$ cat config.mk
export PLATFORM = sky130hd
export DESIGN_NAME = framebuffer_writer
export DESIGN_NICKNAME = d
export VERILOG_FILES = /design/src/rtl/fb_pkg.sv /design/src/rtl/fb_addr_gen.sv /design/src/rtl/framebuffer_writer.sv
export SDC_FILE = /design/constraint.sdc
export NUM_CORES = 1
export LEC_CHECK = 0
export ABC_CLOCK_PERIOD_IN_PS = 3900
export BUFFER_PORTS_ARGS = -buffer_cell sky130_fd_sc_hd__buf_2
export CAP_MARGIN = 20
export CELL_PAD_IN_SITES_DETAIL_PLACEMENT = 1
export CELL_PAD_IN_SITES_GLOBAL_PLACEMENT = 1
export CORE_MARGIN = 1.5
export CORE_UTILIZATION = 41
export DETAILED_ROUTE_END_ITERATION = 12
export GPL_ROUTABILITY_DRIVEN = 0
export GPL_TIMING_DRIVEN = 0
export PLACE_DENSITY_LB_ADDON = 0.25
export SYNTH_ARGS = -nofsm -noshare
export SYNTH_HDL_FRONTEND = slang
export SYNTH_SLANG_ARGS = --single-unit
export TNS_END_PERCENT = 5
$ cat constraint.sdc
create_clock -name clk -period 3.9 [get_ports clk]
set_clock_uncertainty 0.05 [all_clocks]
set_input_delay 0.78 -clock clk [delete_from_list [all_inputs] [get_ports clk]]
set_output_delay 0.78 -clock clk [all_outputs]
set_load 0.02 [all_outputs]
$ cat src/rtl/fb_pkg.sv
// Shared framebuffer geometry, address width, FSM state encoding and
// the background palette index used by the display path.
package fb_pkg;
  localparam int unsigned FB_WIDTH  = 640;
  localparam int unsigned FB_HEIGHT = 480;
  localparam int unsigned FB_ADDR_W = 20;
  localparam logic [7:0]  BG_COLOR  = 8'h04;

  typedef enum logic [1:0] {
    ST_IDLE  = 2'd0,
    ST_WRITE = 2'd1,
    ST_DONE  = 2'd2
  } fb_state_e;
endpackage

$ cat src/rtl/fb_addr_gen.sv
// Rectangle walker: col/row counters, row_base accumulator and clip test.
// The only multiply happens at load time; per-pixel stepping is adds only.
module fb_addr_gen #(
  parameter int unsigned FB_WIDTH  = fb_pkg::FB_WIDTH,
  parameter int unsigned FB_HEIGHT = fb_pkg::FB_HEIGHT
) (
  input  logic                         clk_i,
  input  logic                         rst_i,
  input  logic                         load_i,
  input  logic                         step_i,
  input  logic [10:0]                  xpos_i,
  input  logic [10:0]                  ypos_i,
  input  logic [10:0]                  width_i,
  input  logic [10:0]                  height_i,
  output logic [fb_pkg::FB_ADDR_W-1:0] addr_o,
  output logic                         in_bounds_o,
  output logic                         last_o
);
  localparam int unsigned AW = fb_pkg::FB_ADDR_W;
  localparam logic [11:0] W12 = 12'(FB_WIDTH);
  localparam logic [11:0] H12 = 12'(FB_HEIGHT);

  logic [10:0]   xpos_q, ypos_q, width_q, height_q;
  logic [10:0]   xpos_d, ypos_d, width_d, height_d;
  logic [10:0]   col_q, row_q, col_d, row_d;
  logic [AW-1:0] row_base_q, row_base_d;
  logic [11:0]   x, y;
  logic          col_end;

  always_comb begin
    x           = {1'b0, xpos_q} + {1'b0, col_q};
    y           = {1'b0, ypos_q} + {1'b0, row_q};
    col_end     = (col_q == width_q - 11'd1);
    last_o      = col_end && (row_q == height_q - 11'd1);
    in_bounds_o = (x < W12) && (y < H12);
    addr_o      = row_base_q + AW'(xpos_q) + AW'(col_q);
  end

  always_comb begin
    xpos_d     = xpos_q;
    ypos_d     = ypos_q;
    width_d    = width_q;
    height_d   = height_q;
    col_d      = col_q;
    row_d      = row_q;
    row_base_d = row_base_q;
    if (load_i) begin
      xpos_d     = xpos_i;
      ypos_d     = ypos_i;
      width_d    = width_i;
      height_d   = height_i;
      col_d      = '0;
      row_d      = '0;
      row_base_d = AW'(ypos_i) * AW'(FB_WIDTH);
    end else if (step_i) begin
      if (col_end) begin
        col_d      = '0;
        row_d      = row_q + 11'd1;
        row_base_d = row_base_q + AW'(FB_WIDTH);
      end else begin
        col_d = col_q + 11'd1;
      end
    end
  end

  always_ff @(posedge clk_i or posedge rst_i) begin
    if (rst_i) begin
      xpos_q     <= '0;
      ypos_q     <= '0;
      width_q    <= '0;
      height_q   <= '0;
      col_q      <= '0;
      row_q      <= '0;
      row_base_q <= '0;
    end else begin
      xpos_q     <= xpos_d;
      ypos_q     <= ypos_d;
      width_q    <= width_d;
      height_q   <= height_d;
      col_q      <= col_d;
      row_q      <= row_d;
      row_base_q <= row_base_d;
    end
  end
endmodule

$ cat src/rtl/framebuffer_writer.sv
// Streams a row-major pixel rectangle into framebuffer RAM write cycles,
// dropping pixels that fall outside the visible area.
module framebuffer_writer #(
  parameter int unsigned FB_WIDTH  = fb_pkg::FB_WIDTH,
  parameter int unsigned FB_HEIGHT = fb_pkg::FB_HEIGHT
) (
  input  logic                         clk,
  input  logic                         rst,
  input  logic                         start,
  input  logic [10:0]                  xpos,
  input  logic [10:0]                  ypos,
  input  logic [10:0]                  width,
  input  logic [10:0]                  height,
  input  logic [7:0]                   pix_data,
  input  logic                         pix_valid,
  output logic                         pix_ready,
  output logic                         busy,
  output logic                         done,
  output logic                         mem_we,
  output logic [fb_pkg::FB_ADDR_W-1:0] mem_addr,
  output logic [7:0]                   mem_data
);
  import fb_pkg::fb_state_e;
  import fb_pkg::ST_IDLE;
  import fb_pkg::ST_WRITE;
  import fb_pkg::ST_DONE;

  localparam int unsigned AW = fb_pkg::FB_ADDR_W;

  fb_state_e     state_q, state_d;
  logic          we_q, we_d;
  logic [AW-1:0] addr_q, addr_d;
  logic [7:0]    data_q, data_d;
  logic [AW-1:0] gen_addr;
  logic          gen_in_bounds, gen_last;
  logic          load, accept;

  assign pix_ready = (state_q == ST_WRITE);
  assign busy      = (state_q != ST_IDLE);
  assign done      = (state_q == ST_DONE);
  assign mem_we    = we_q;
  assign mem_addr  = addr_q;
  assign mem_data  = data_q;
  assign load      = (state_q == ST_IDLE) && start;
  assign accept    = pix_valid && pix_ready;

  fb_addr_gen #(
    .FB_WIDTH  (FB_WIDTH),
    .FB_HEIGHT (FB_HEIGHT)
  ) u_addr_gen (
    .clk_i       (clk),
    .rst_i       (rst),
    .load_i      (load),
    .step_i      (accept),
    .xpos_i      (xpos),
    .ypos_i      (ypos),
    .width_i     (width),
    .height_i    (height),
    .addr_o      (gen_addr),
    .in_bounds_o (gen_in_bounds),
    .last_o      (gen_last)
  );

  always_comb begin
    state_d = state_q;
    unique case (state_q)
      ST_IDLE:
        if (start)
          state_d = (width == '0 || height == '0) ? ST_DONE : ST_WRITE;
      ST_WRITE:
        if (accept && gen_last) state_d = ST_DONE;
      ST_DONE:  state_d = ST_IDLE;
      default:  state_d = ST_IDLE;
    endcase
  end

  // Address/data hold their last value between writes
  always_comb begin
    we_d   = accept && gen_in_bounds;
    addr_d = we_d ? gen_addr : addr_q;
    data_d = we_d ? pix_data : data_q;
  end

  always_ff @(posedge clk or posedge rst) begin
    if (rst) begin
      state_q <= ST_IDLE;
      we_q    <= 1'b0;
      addr_q  <= '0;
      data_q  <= '0;
    end else begin
      state_q <= state_d;
      we_q    <= we_d;
      addr_q  <= addr_d;
      data_q  <= data_d;
    end
  end
endmodule

==> results of run 1 <==
kinds of logic after synthesis:
family                   count (synthesis)
AND/OR/NAND/NOR                        345
flip-flops                             110
XOR/XNOR                                56
buffers and inverters                   53
multiplexers                            35
adder cells (fa/ha/maj)                 67
AO/OA/AOI/OAI                          135
worst max-delay path by stage:
stage	to	slack [ns]
after floorplan	mem_addr[0]	0.17
after global placement	mem_addr[0]	-1.37
after detailed placement	mem_addr[6]	0.15
after CTS	mem_addr[9]	0.04
after global routing	mem_addr[9]	0.07
final	mem_data[4]	0.30
per-stage QoR:
step | total power, mW | worst slack [ns] | std cells | hold slack [ns] | utilization, %
global placement | 4.74 | -1.37 | 1113 | 0.418 | 46.3
global route | 6.35 | 0.0668 | 1130 | 0.462 | 48.3
finish | 5.87 | 0.303 | 1130 | 0.433 | 48.3
floorplan | 4.01 | 0.168 | 801 | 0.396 | -
detailed placement | 4.87 | 0.153 | 1114 | 0.424 | 46.5
CTS | 5.93 | 0.0406 | 1130 | 0.440 | 48.3
worst reg2reg max path: stages (launching register included):
cell	delay [ns]
dfrtp_1	0.49
ha_1	0.35
a21oi_1	0.23
nor3_1	0.09
a211oi_2	0.30
nor2_1	0.11
or4_1	0.47
or4_1	0.41
clkbuf_1	0.29
buf_2	0.31
mux2_1	0.36
Yosys cell counts, types with 10 or more instances:
cell	instances	area (um2)
xor2_1	27	236
nor3_1	15	75.1
inv_1	20	75.1
clkbuf_1	28	105
nor2_1	38	143
mux2_1	19	214
dfrtp_1	110	2750
a21oi_1	35	175
ha_1	61	763
nor4_1	12	75.1
o21ai_0	21	105
xnor2_1	29	254
or4_1	15	113
a31oi_1	11	68.8
nand2_1	158	593
nand3_1	29	145
or3_1	10	62.6
and3_1	10	62.6
cell type report:
class | instances | area, um2 | share of cell area, %
Clock buffer | 12 | 246 | 2.93
Inverter | 20 | 80.1 | 0.952
Buffer | 33 | 136 | 1.62
Timing Repair Buffer | 88 | 463 | 5.50
Multi-Input combinational cell | 638 | 4380 | 52.1
Clock inverter | 4 | 70.1 | 0.833
Tap cell | 225 | 282 | 3.35
Sequential cell | 110 | 2750 | 32.7
layer usage:
metal	global-route usage, %	wire length, um
met1	29.6	9390
met2	40.1	9910
met3	3.33	645
met4	6.90	358
met5	0	0
report_power, final:
group          switching (mW)  leakage, nW  internal [mW]
sequential              0.418         1.39           1.58
clock                   0.423        0.157          0.580
combinational            1.69         2.51           1.19
what timing repair did:
item                       4_1_cts  5_1_grt
hold buffers                     0        0
setup endpoints to repair        0       19
gates resized for setup          0        3
state kept, by name, indices dropped and copies added, names as in the netlist:
| name | count |
|---|---|
| mem_data | 8 |
| u_addr_gen.xpos_q | 11 |
| u_addr_gen.ypos_q | 11 |
| u_addr_gen.width_q | 11 |
| state_q | 2 |
| u_addr_gen.col_q | 11 |
| mem_addr | 20 |
| u_addr_gen.row_q | 11 |
| mem_we | 1 |
| u_addr_gen.height_q | 11 |
| u_addr_gen.row_base_q | 13 |
==> results_dict.tcl, run 1 <==
set metrics [dict create \
    outcome "finished clean" \
    reg2reg_slack_ns 0.30 \
    synth-adder-area-share_pct 12.0 \
    post-route-drc-count 0 \
    synth_fp_nets 924 \
    worstPathRequired_ns 4.08 \
    routed_wl_um 20300 \
    n_antenna_cell 0 \
    crit_chain "ha_1 > a21oi_1 > nor3_1 > a211oi_2 > nor2_1 > or4_1 > or4_1 > clkbuf_1 > buf_2 > mux2_1" \
    clock_sinks 110 \
    io_pins 88 \
    grt_pass1_wl_um 33700 \
    fillers 2078 \
    p_leak_nw 4.06 \
    ir_drop_uv 426 \
    clk_latency_ns 0.36 \
    crit_start "u_addr_gen.col_q[1]" \
    period_share_pct 92.2 \
    rsz0062_at_grt "no" \
    fin_nets 1023 \
    dieWidth_um 137 \
    layout_commonest_cell "nand2_1" \
    r2r-start "u_addr_gen.col_q[1]" \
    placed_area_um2 8090 \
    drtIter0Drc 270 \
    slew_viol_final 0 \
    num_rows 48 \
    design_area_um2 8410 \
    ys.flop_type "dfrtp_1" \
    grt_pass1_vias 6660 \
    crit_path_frequent_cell "or4_1" \
    synth_mux_area_share_pct 5.23 \
    crit_slowest_cell "dfrtp_1" \
    arrival_ns 3.78 \
    synth-seq-cells 110 \
    antenna_left 0 \
    synth_area_per_cell_um2 9.17 \
    synth_compound_area_share_pct 12.5 \
    synthXorXnorAreaFrac_pct 6.68 \
    post_cts_buffers 0 \
    cap_violations 0 \
    synth_top_family_by_area "simple AND/OR/NAND/NOR gates" \
    die_area_um2 18700 \
    root_buffer "clkbuf_16" \
    critPathKind "reg -> reg" \
    cp-start-kind "flop" \
    start_util_pct 42.2 \
    grt_max_degree 57 \
    drive_gt1_share_pct 14.5 \
    dr.pass1.iters 4 \
    powerDensity_nw_per_um2 698 \
    overflow 0 \
    cp.depth 10 \
    synth_edf_count 0 \
    finalCriticalPeriod_ns 3.60 \
    synthesis.area_um2 7340 \
    worst-path-buf-inv 2 \
    worst_r2r_endpoint "mem_data[4]" \
    synthSimpleGateAreaFrac_pct 23.2 \
    final-setup-viol-count 0 \
    cp_top_family "simple AND/OR/NAND/NOR gates" \
    ys_warn_count 0 \
    cts_tree "yes" \
    design.core.area_um2 17400 \
    dp_hpwl_um 15500 \
    crit_fanout 10 \
    yosysSeqAreaShare_pct 37.5 \
    fmax_ghz 0.278 \
    worst_r2r_path_depth 10 \
    worst_pin_slew_ns 0.966 \
    syn-instance-count 801 \
    io_buffers 87 \
    area_growth_pct 14.6 \
    hold_class "in -> async" \
    slowest_delay_ns 0.49 \
    hold_viol 0 \
    vias 6262 \
    clkTransAtPathRegs_ns 0.07 \
    antenna_found_initial 0 \
    post_drt_wl_per_cell_um 18.0 \
    async_flop_share_pct 100 \
    h-tree-depth 3 \
    cts_made_buffers 9 \
    maxSlewHeadroom_pct 35.0 \
    viasPerCell 5.54 \
    fin_tns_setup_ns 0 \
    clock_path_buffers 2 \
    grt_util_all_layers_pct 23.0 \
    most-common-layout-cells "nand2_1 (158), dfrtp_1 (110), buf_2 (90)" \
    end_kind "flop" \
    synth_cell_types 67 \
    die_h_um 137 \
]
Note: power is estimated with default switching activity, not from simulation.
==> inputs of run 2 (changes only) <==
--- a/config.mk
+++ b/config.mk
@@ -8,10 +8,8 @@
 export ABC_CLOCK_PERIOD_IN_PS = 3900
 export BUFFER_PORTS_ARGS = -buffer_cell sky130_fd_sc_hd__buf_2
 export CAP_MARGIN = 20
-export CELL_PAD_IN_SITES_DETAIL_PLACEMENT = 1
-export CELL_PAD_IN_SITES_GLOBAL_PLACEMENT = 1
 export CORE_MARGIN = 1.5
-export CORE_UTILIZATION = 41
+export CORE_UTILIZATION = 54
 export DETAILED_ROUTE_END_ITERATION = 12
 export GPL_ROUTABILITY_DRIVEN = 0
 export GPL_TIMING_DRIVEN = 0
==> run 2 against run 1 <==
Routed wire length is 15% lower. Register-to-register slack worse by 0.04 ns. Clock power hardly changed. Critical path depth stayed put. Sequential power hardly changed. Cell area is 0.80% lower. Global-route usage is 2.0 points higher. Non-clock buffer count stayed put. Sequential share of layout area is 0.26 points higher. Hold slack worse by 0.0097 ns. Largest cell class unchanged. Largest power group unchanged. Highest routed layer unchanged.
==> results_dict.tcl, run 2 (same netlist as run 1, synthesis figures left out) <==
set metrics [dict create \
    grt_pass1_wl_um 28500 \
    hold_viol 0 \
    die_h_um 120 \
    outcome "finished clean" \
    worst_pin_slew_ns 0.871 \
    antenna_found_initial 0 \
    fillers 1161 \
    largest_register_ffs 20 \
    most-common-layout-cells "nand2_1 (158), dfrtp_1 (110), buf_2 (90)" \
    area_growth_pct 13.7 \
    drive_gt1_share_pct 14.3 \
    dp_hpwl_um 13200 \
    root_buffer "clkbuf_16" \
    dieWidth_um 120 \
    final-setup-viol-count 0 \
    io_buffers 87 \
    p_total_mw 5.76 \
    clock_path_buffers 2 \
    overflow 0 \
    worstPathRequired_ns 4.09 \
    arrival_ns 3.83 \
    drtIter0Drc 449 \
    rsz0062_at_grt "no" \
    clk_latency_ns 0.36 \
    start_util_pct 55.4 \
    critPathKind "reg -> reg" \
    placed_area_um2 8030 \
    design_area_um2 8350 \
    h-tree-depth 3 \
    crit_slowest_cell "dfrtp_1" \
    multi_input_area_um2 4380 \
    io_pins 88 \
    fin_nets 1023 \
    powerDensity_nw_per_um2 690 \
    grt_pass1_vias 5867 \
    layout_commonest_cell "nand2_1" \
    cts_hold_buf 0 \
    end_kind "flop" \
    hold_class "in -> async" \
    n_antenna_cell 0 \
    finalWorstSetupSlack_ns 0.262 \
    utilization_pct 63.0 \
    grt_max_degree 68 \
    crit_fanout 10 \
    fmax_ghz 0.275 \
    antenna_left 0 \
    die_area_um2 14300 \
    clock_sinks 110 \
    num_rows 42 \
    ir_drop_uv 354 \
    crit_path_frequent_cell "or4_1" \
    pre_cts_ws_ns 0.154 \
    viasPerCell 5.82 \
    fin_tns_setup_ns 0 \
    grt_util_all_layers_pct 25.1 \
    vias 6290 \
    p_leak_nw 4.05 \
    clkTransAtPathRegs_ns 0.07 \
    design.core.area_um2 13200 \
    cap_violations 0 \
    finalCriticalPeriod_ns 3.64 \
    crit_chain "ha_1 > a21oi_1 > nor3_1 > a211oi_1 > nor2_1 > or4_1 > or4_1 > clkbuf_1 > clkbuf_2 > mux2_1" \
    dr.pass1.iters 5 \
    post-route-drc-count 0 \
    slowest_delay_ns 0.49 \
    routed_wl_um 17300 \
    seqCellArea_um2 2750 \
    period_share_pct 93.3 \
    slew_viol_final 0 \
    cts_made_buffers 9 \
    maxSlewHeadroom_pct 41.4 \
    post_drt_wl_per_cell_um 16.0 \
    cts_tree "yes" \
    cp-start-kind "flop" \
]
==> run 2: final cells by class <==
cell class / count / share of cell area (%)
timing repair buffer: 88 / 5.55
tap: 176 / 2.64
clock inverter: 3 / 0.809
clock buffer: 13 / 3.00
buffer: 33 / 1.63
inverter: 20 / 0.929
sequential: 110 / 33.0
multi-input combinational: 638 / 52.5
==> run 2: path summary, 6_finish.rpt <==
kind                                          start                   endpoint  slack [ns]  depth (start not counted)
worst min-delay path                            rst  u_addr_gen.row_base_q[17]        0.42                          2
worst min register to register          mem_addr[1]                mem_addr[1]        0.44                          1
max in group asynchronous                       rst       u_addr_gen.ypos_q[4]        2.64                          3
worst max register to register  u_addr_gen.col_q[1]                mem_addr[9]        0.26                         10
min in group clk                        mem_addr[1]                mem_addr[1]        0.44                          1
worst max-delay path            u_addr_gen.col_q[1]                mem_addr[9]        0.26                         10
==> run 2: timing repair <==
item	in CTS	in global routing
gates resized for setup	0	2
setup endpoints to repair	0	9
setup buffers	0	0
==> run 2: per-layer routing <==
metal,vias to the layer above,track usage (%),part of all wire [%],wire [um]
li1,3054,-,-,-
met3,31,4.66,4.9,850
met4,0,8.26,2.2,373
met5,-,0,0,0
met2,181,40.7,47,8200
met1,3024,33.9,45,7860
==> run 2: report_power, final <==
group | internal [mW] | switching (mW) | total, mW
registers | 1.58 | 0.398 | 1.98
logic | 1.18 | 1.61 | 2.79
clock network | 0.582 | 0.416 | 0.997
total | 3.34 | 2.42 | 5.76
==> run 2: worst max-delay path: cells and delay by family, from the launching register on <==
family | cells | cell delay, ns
simple gates | 4 | 1.05
buf+inv | 2 | 0.62
compound gates | 2 | 0.61
flops | 1 | 0.49
mux | 1 | 0.36
fa+ha+maj | 1 | 0.33
==> run 2: per-stage QoR <==
step	std cells	hold slack, ns
after CTS	1081	0.442
after global placement	1064	0.418
final	1081	0.424
after floorplan	801	0.396
after detailed placement	1065	0.423
after global routing	1081	0.452
==> inputs of run 3 (changes only) <==
--- a/config.mk
+++ b/config.mk
@@ -8,8 +8,9 @@
 export ABC_CLOCK_PERIOD_IN_PS = 3900
 export BUFFER_PORTS_ARGS = -buffer_cell sky130_fd_sc_hd__buf_2
 export CAP_MARGIN = 20
+export CORE_ASPECT_RATIO = 1.25
 export CORE_MARGIN = 1.5
-export CORE_UTILIZATION = 54
+export CORE_UTILIZATION = 42
 export DETAILED_ROUTE_END_ITERATION = 12
 export GPL_ROUTABILITY_DRIVEN = 0
 export GPL_TIMING_DRIVEN = 0
==> run 3 against run 2 <==
Cell area up 0.28%. Sequential power about the same. Cell count up 4.1%. Count of clock-buffer cells in the layout down 3. Maximum frequency up 1.2%. Worst setup slack better by 0.042 ns. First-iteration DRC count down 37%. Critical path type unchanged.
==> results_dict.tcl, run 3 (same netlist as run 1, synthesis figures left out) <==
set metrics [dict create \
    outcome "finished clean" \
    maxSlewHeadroom_pct 33.7 \
    worstPathRequired_ns 4.09 \
    cap_violations 0 \
    grt_util_all_layers_pct 21.3 \
    root_buffer "clkbuf_16" \
    viasPerCell 5.50 \
    dieWidth_um 121 \
    critPathKind "reg -> reg" \
    arrival_ns 3.79 \
    worst_r2r_path_depth 10 \
    clock_path_buffers 2 \
    hold_viol 0 \
    io_pins 88 \
    clock_sinks 110 \
    rsz0062_at_grt "no" \
    fillers 1658 \
    routed_wl_um 18500 \
    area_growth_pct 14.0 \
    die_h_um 151 \
    ir_drop_uv 255 \
    cp-start-kind "flop" \
    finalCriticalPeriod_ns 3.60 \
    instances_no_fill 1125 \
    fin_nets 1023 \
    design_area_um2 8370 \
    wl_met1_um 8430 \
    fmax_ghz 0.278 \
    top_layer "met4" \
    num_rows 53 \
    io_buffers 87 \
    placed_area_um2 8090 \
    reg2reg_slack_ns 0.30 \
    place_inst 1109 \
    final-setup-viol-count 0 \
    cts_tree "yes" \
    wl_met3_um 691 \
    most-common-layout-cells "nand2_1 (158), dfrtp_1 (110), buf_2 (90)" \
    vias 6192 \
    cts_made_buffers 9 \
    antenna_found_initial 0 \
    cts_hold_buf 0 \
    endpoint "mem_addr[9]" \
    worst_pin_slew_ns 0.981 \
    slew_viol_final 0 \
    crit_fanout 10 \
    dp_hpwl_um 14300 \
    period_share_pct 92.2 \
    grt_max_degree 69 \
    p_total_mw 5.69 \
    post-route-drc-count 0 \
    n_antenna_cell 0 \
    hold_ws_ns 0.381 \
    drive_gt1_share_pct 14.6 \
    largest_register_ffs 20 \
    p_leak_nw 4.04 \
    powerDensity_nw_per_um2 679 \
    die_area_um2 18300 \
    start_util_pct 43.2 \
    drtIter0Drc 285 \
    post_drt_wl_per_cell_um 16.5 \
    design.core.area_um2 17000 \
    utilization_pct 49.3 \
    hold_class "in -> async" \
    h-tree-depth 3 \
    antenna_left 0 \
    clk_latency_ns 0.36 \
    grt_pass1_wl_um 30400 \
    grt_pass1_vias 5897 \
    wl_met2_um 9020 \
    end_kind "flop" \
    crit_start "u_addr_gen.col_q[3]" \
    dr.pass1.iters 5 \
    post_cts_buffers 0 \
    clkTransAtPathRegs_ns 0.08 \
    r2r-start "u_addr_gen.col_q[3]" \
    layout_commonest_cell "nand2_1" \
    worst_r2r_endpoint "mem_addr[9]" \
    overflow 0 \
]
==> run 3: metal layers <==
layer,vias up,track usage [%]
met3,26,3.54
met2,143,36.5
met1,2953,27.6
met5,-,0
met4,0,6.94
li1,3070,-
==> run 3: worst min-delay path by stage <==
stage               depth (start not counted)                     end                 start
finish                                      2             mem_data[7]                   rst
global route                                2             mem_data[7]                   rst
CTS                                         2  u_addr_gen.height_q[9]                   rst
detailed placement                          2    u_addr_gen.ypos_q[5]  u_addr_gen.ypos_q[5]
global placement                            1             mem_data[2]           mem_data[2]
floorplan                                   2    u_addr_gen.ypos_q[0]  u_addr_gen.ypos_q[0]
==> run 3: through the flow <==
stage | TNS [ns] | worst slack [ns]
after floorplan | 0 | 0.168
after global placement | -141.34 | -1.30
after detailed placement | 0 | 0.171
after CTS | 0 | 0.148
after global routing | 0 | 0.0405
final | 0 | 0.304
==> run 3: area by class of cell <==
cell class | instances | area, um2 | share of cell area [%]
clock buffers | 10 | 239 | 2.86
plain buffers | 33 | 136 | 1.63
flip-flops and latches | 110 | 2750 | 32.9
clock inverters | 6 | 45.0 | 0.538
well taps | 220 | 275 | 3.29
inverters | 20 | 80.1 | 0.957
repair buffers | 88 | 463 | 5.53
multi-input cells | 638 | 4380 | 52.3
==> run 3: power breakdown <==
group / leakage (nW) / switching (mW) / internal [mW]
Clock: 0.137 / 0.453 / 0.456
Sequential: 1.39 / 0.404 / 1.58
Combinational: 2.51 / 1.61 / 1.18
==> run 3: what timing repair did <==
item / CTS / global route
resized for setup: 0 / 2
setup endpoints to repair: 0 / 10
endpoints found under the hold margin: 0 / 0
==> run 3: worst max-delay path, stage by stage (launching register included) <==
cell	delay (ns)
dfrtp_1	0.49
ha_1	0.36
a21oi_1	0.16
o21ai_0	0.10
a211oi_1	0.37
nor2_1	0.10
or4_1	0.46
or4_1	0.42
clkbuf_1	0.30
clkbuf_2	0.32
mux2_1	0.36
